$ cat config.mk
export PLATFORM = sky130hd
export DESIGN_NAME = video_timing_gen
export DESIGN_NICKNAME = d
export VERILOG_FILES = /design/src/rtl/video_timing_gen.sv
export SDC_FILE = /design/constraint.sdc
export NUM_CORES = 1
export LEC_CHECK = 0
export BUFFER_PORTS_ARGS = -buffer_cell sky130_fd_sc_hd__buf_4
export CORE_ASPECT_RATIO = 1.75
export CORE_MARGIN = 5
export CORE_UTILIZATION = 55
export CTS_CLUSTER_DIAMETER = 30
export DETAILED_ROUTE_END_ITERATION = 8
export MAX_ROUTING_LAYER = met4
export PLACE_DENSITY_LB_ADDON = 0.12
export SYNTH_ARGS = -nofsm -noshare
export SYNTH_HDL_FRONTEND = slang
export SYNTH_SLANG_ARGS = --single-unit
$ cat constraint.sdc
create_clock -name i_clk -period 4.04 [get_ports i_clk]
set_input_delay 0.606 -clock i_clk [delete_from_list [all_inputs] [get_ports i_clk]]
set_output_delay 0.606 -clock i_clk [all_outputs]
set_load 0.03 [all_outputs]
$ cat src/rtl/video_timing_gen.sv
// Raster timing generator: registered hsync/vsync/blank, raster position and a
// linear active-pixel index, all advancing only on enabled pixel-clock edges.
module video_timing_gen #(
   parameter int   H_ACTIVE   = 800,
   parameter int   H_FP       = 40,
   parameter int   H_SYNC     = 128,
   parameter int   H_BP       = 88,
   parameter int   V_ACTIVE   = 600,
   parameter int   V_FP       = 1,
   parameter int   V_SYNC     = 4,
   parameter int   V_BP       = 23,
   parameter logic H_SYNC_POL = 1'b1,
   parameter logic V_SYNC_POL = 1'b1,
   parameter int   POS_W      = 20
) (
   input  logic             i_clk,
   input  logic             i_rst,
   input  logic             i_en,
   output logic             o_hsync,
   output logic             o_vsync,
   output logic             o_blank,
   output logic [POS_W-1:0] o_pixel_pos,
   output logic [11:0]      o_pos_x,
   output logic [11:0]      o_pos_y,
   output logic             o_frame_start
);

   localparam int     H_TOTAL = H_ACTIVE + H_FP + H_SYNC + H_BP;
   localparam int     V_TOTAL = V_ACTIVE + V_FP + V_SYNC + V_BP;
   localparam longint PIX_MAX = longint'(H_ACTIVE) * longint'(V_ACTIVE) - 64'sd1;

   localparam logic [11:0] H_LAST   = 12'(H_TOTAL - 1);
   localparam logic [11:0] V_LAST   = 12'(V_TOTAL - 1);
   // Thresholds carry a 13th bit so a sync ending exactly at 4096 cannot alias to 0
   localparam logic [12:0] H_ACT    = 13'(H_ACTIVE);
   localparam logic [12:0] HS_START = 13'(H_ACTIVE + H_FP);
   localparam logic [12:0] HS_END   = 13'(H_ACTIVE + H_FP + H_SYNC);
   localparam logic [12:0] V_ACT    = 13'(V_ACTIVE);
   localparam logic [12:0] VS_START = 13'(V_ACTIVE + V_FP);
   localparam logic [12:0] VS_END   = 13'(V_ACTIVE + V_FP + V_SYNC);

   if ((PIX_MAX >> POS_W) != 64'sd0) begin : g_pos_w_check
      $error("POS_W too narrow for H_ACTIVE*V_ACTIVE-1");
   end
   if ((H_TOTAL > 32'sd4096) || (V_TOTAL > 32'sd4096)) begin : g_pos_xy_check
      $error("H_TOTAL-1 or V_TOTAL-1 does not fit in 12 bits");
   end

   logic [11:0]      h_r, v_r, h_nxt_s, v_nxt_s;
   logic             blank_s, hsync_s, vsync_s, first_s;
   logic [POS_W-1:0] pos_nxt_s;

   logic             hsync_r, vsync_r, blank_r, frame_start_r;
   logic [POS_W-1:0] pixel_pos_r;
   logic [11:0]      pos_x_r, pos_y_r;

   // Decode of the pending position and the counter advance that follows it
   always_comb begin
      h_nxt_s   = h_r;
      v_nxt_s   = v_r;
      pos_nxt_s = pixel_pos_r;
      if (h_r == H_LAST) begin
         h_nxt_s = 12'd0;
         if (v_r == V_LAST) begin
            v_nxt_s = 12'd0;
         end else begin
            v_nxt_s = v_r + 12'd1;
         end
      end else begin
         h_nxt_s = h_r + 12'd1;
      end

      blank_s = ({1'b0, h_r} >= H_ACT) || ({1'b0, v_r} >= V_ACT);
      hsync_s = (({1'b0, h_r} >= HS_START) && ({1'b0, h_r} < HS_END)) ? H_SYNC_POL : ~H_SYNC_POL;
      vsync_s = (({1'b0, v_r} >= VS_START) && ({1'b0, v_r} < VS_END)) ? V_SYNC_POL : ~V_SYNC_POL;
      first_s = (h_r == 12'd0) && (v_r == 12'd0);

      if (first_s) begin
         pos_nxt_s = '0;
      end else if (!blank_s) begin
         pos_nxt_s = pixel_pos_r + {{(POS_W-1){1'b0}}, 1'b1};
      end else begin
         pos_nxt_s = pixel_pos_r;
      end
   end

   // Counters and registered outputs; a stalled edge holds everything but drops frame_start
   always_ff @(posedge i_clk or posedge i_rst) begin
      if (i_rst) begin
         h_r           <= 12'd0;
         v_r           <= 12'd0;
         hsync_r       <= ~H_SYNC_POL;
         vsync_r       <= ~V_SYNC_POL;
         blank_r       <= 1'b1;
         pixel_pos_r   <= '0;
         pos_x_r       <= 12'd0;
         pos_y_r       <= 12'd0;
         frame_start_r <= 1'b0;
      end else if (i_en) begin
         h_r           <= h_nxt_s;
         v_r           <= v_nxt_s;
         hsync_r       <= hsync_s;
         vsync_r       <= vsync_s;
         blank_r       <= blank_s;
         pixel_pos_r   <= pos_nxt_s;
         pos_x_r       <= h_r;
         pos_y_r       <= v_r;
         frame_start_r <= first_s;
      end else begin
         frame_start_r <= 1'b0;
      end
   end

   assign o_hsync       = hsync_r;
   assign o_vsync       = vsync_r;
   assign o_blank       = blank_r;
   assign o_pixel_pos   = pixel_pos_r;
   assign o_pos_x       = pos_x_r;
   assign o_pos_y       = pos_y_r;
   assign o_frame_start = frame_start_r;

endmodule

==> metrics.txt <==
placed inst area=3944 um2; most common cell in the netlist=dfrtp_1; critical path launch point type=flip-flop; Final Instance Area=between 4000 and 5000 um2; largest net degree at the start of global routing=50; Async SR Flop Fraction=between 90% and 100%; PnR worst setup slack=approximately 1.5 ns; R2R cell count=5; Hold Buf Count CTS=0; share of layout cells above drive strength 1=25.19%; Max Root-Sink Buffers=2; top_reg_cell synth=dfrtp_1; hpwl dp=slightly below 6000 um; final period utilization=61.66%; Root Buffer=clkbuf_8; fin crit period=2.491 ns; Worst EP arrival=2.73 ns; PostCTS Resize Cnt=0; Peak VDD IR=0.3724 mV; Remaining Overflow, GRT=0; top cell type's share of synthesized area=approximately half; Critical Path Sink=o_pixel_pos[4]; Setup TNS=0 ns; Synth cell types=between 40 and 50; Syn Std Cell Area=3523 um2; Site Rows=38; Pwr Density=between 400 and 500 nW/um2; core area=roughly 6200 um2; Die X=just over 70 um; sequential cell area fraction in the yosys report=about 51%; routed len/inst=between 15 and 20 um; First DRT Iteration DRCs=170; Post-synth EDFFs=0; Clock Pin Slew Worst Setup and Hold Paths=about 0.070 ns; Post-layout nets=398; area leader, netlist=dfrtp_1; DR vias/cell=around 5.9; reg2reg start=h_r[6]; RSZ-0062 raised after global routing=false; vias in the first global route=2727; final setup fails=0; TritonRoute pass-1 iters=4; Area growth, synth to finish=18.11%; total CTS buffers=9; Crit. Startpoint=h_r[6]; initial antenna violation count=0; Req. time, crit path=~4.3 ns; Ys Warns=0; flop-to-flop setup slack=~1.5 ns; Leak=1.940 nW; first-pass GRT wire length=13270 um; Die H=~120 um; Place WS=1.567 ns; Fin. Hold Viols=0; syn_area_per_cell=10.36 um2; Max transition margin=between 30% and 40%; CTS sink cnt=72; MaxCap Viol Count=0; flops & latches, synth=between 70 and 80; Setup CP Type=reg -> reg; Final Non-Filler Cells=~470; Post-Syn Instances=340; Crit Path Max Fanout=11; worst min path class=in -> async; clk_skew=around 0.012 ns; Starting Density=56.57%; Synth top cells by count=dfrtp_1, nand2_1, nor2_1; top cells by area, synth=dfrtp_1, mux2_2, nand2_1; gr usage total=between 20% and 30%; DR DRC count=0; Least-Margin Pin Slew=slightly above 0.9 ns; Max Slew Vio Count=0; Port-buffer cells=50; die area=just over 8000 um2; Worst-Skew Late Latency=0.35 ns; final core utilization=about two thirds; maximum clock rate=401.5 MHz; Inst Count DP=between 400 and 500; outcome=completed; Multi-input gate area=around 1600 um2; reg2reg end=o_pixel_pos[4]; DRT Wirelength=around 7900 um; htree depth=3; post-CTS setup buffers=0; register area=between 1500 and 2000 um2; antenna viol nets, final=0; # IOs=between 50 and 60; antenna fix cells=0; CTS tree=done; syn_nets=350; Fillers=approximately 540; CP endpoint kind=flip-flop; DR vias=roughly 2800; gp weighted congestion=around 0.84
[worst min path at each step]
stage | from | slack [ns] | endpoint | cells after the start
5_1_grt | i_rst | 0.31 | o_pixel_pos[3] | 2
4_1_cts | i_rst | 0.29 | o_pixel_pos[0] | 2
3_3_place_gp | o_blank | 0.48 | o_blank | 2
6_report | i_rst | 0.29 | o_pixel_pos[0] | 2
2_1_floorplan | v_r[11] | 0.48 | v_r[11] | 1
3_5_place_dp | o_pos_y[10] | 0.50 | o_pos_y[10] | 1
[registers in the layout (all words and copies together), names as in the netlist]
signal         flops
o_pixel_pos       20
o_vsync            1
o_blank            1
v_r               12
h_r               12
o_pos_x           12
o_frame_start      1
o_hsync            1
o_pos_y           12
[logic make-up (layout without fill, tap and decap cells)]
group	Yosys count	after routing	share of synthesized area, %
and+or+nand+nor	140	140	21.73
DFF	72	72	51.17
AOI/OAI and AO/OA	55	55	9.801
buffers and inverters	25	78	2.947
muxes	24	24	7.635
xor gates and xnor gates	17	17	4.226
adders and majority gates	7	7	2.486
[layout by cell type, fill, tap and decap left out, types with 2 or more instances in the layout]
| cell | n |
|---|---|
| a21o_1 | 4 |
| a21oi_1 | 7 |
| a22o_1 | 6 |
| a31oi_1 | 2 |
| and2_1 | 2 |
| and3_1 | 8 |
| and4_1 | 3 |
| buf_4 | 51 |
| clkbuf_8 | 13 |
| dfrtp_1 | 71 |
| ha_1 | 7 |
| inv_1 | 10 |
| mux2_2 | 23 |
| nand2_1 | 29 |
| nand3_1 | 21 |
| nand4_1 | 13 |
| nand4bb_1 | 2 |
| nor2_1 | 25 |
| nor2b_1 | 2 |
| nor3_1 | 7 |
| nor4_1 | 7 |
| o211ai_1 | 2 |
| o21ai_0 | 17 |
| o21ai_1 | 8 |
| o22ai_1 | 2 |
| o41ai_1 | 3 |
| or2_2 | 2 |
| or3_1 | 6 |
| or3b_2 | 2 |
| or4_1 | 5 |
| xnor2_1 | 12 |
| xor2_1 | 5 |
[where the power goes]
group | total [mW] | internal [mW] | switching (mW) | leakage (nW)
Clock | 0.605 | 0.352 | 0.253 | 0.113
Sequential | 0.901 | 0.799 | 0.102 | 0.945
Combinational | 0.406 | 0.164 | 0.242 | 0.882
[cell type report]
class / count / share of cell area, %
sequential: 72 / 43.33
multi-input combinational: 243 / 38.85
timing repair buffer: 51 / 9.200
clock buffer: 14 / 4.390
tap: 80 / 2.405
inverter: 11 / 0.9922
clock inverter: 2 / 0.8419
[metal layers]
layer	track usage (%)	part of all wire (%)	wire [um]
met5	-	0	0
met4	13.04	4.0	314
met3	3.819	4.3	338
met2	35.17	52	4140
met1	24.72	39	3112
[through the flow]
| step | power, mW | hold slack (ns) |
|---|---|---|
| finish | 1.912 | 0.2891 |
| global route | 2.009 | 0.3092 |
| CTS | 1.933 | 0.2901 |
| detailed placement | 1.328 | 0.4998 |
| global placement | 1.318 | 0.4764 |
| floorplan | 1.173 | 0.4845 |
[critical path, stage by stage, from the launching register on]
cell and delay [ns]:
dfrtp_1 0.45, or4_1 0.70, nor4_4 0.40, and2_1 0.39, nor2_1 0.19, a22o_1 0.24
No activity file was read; power rests on OpenSTA's default activity.
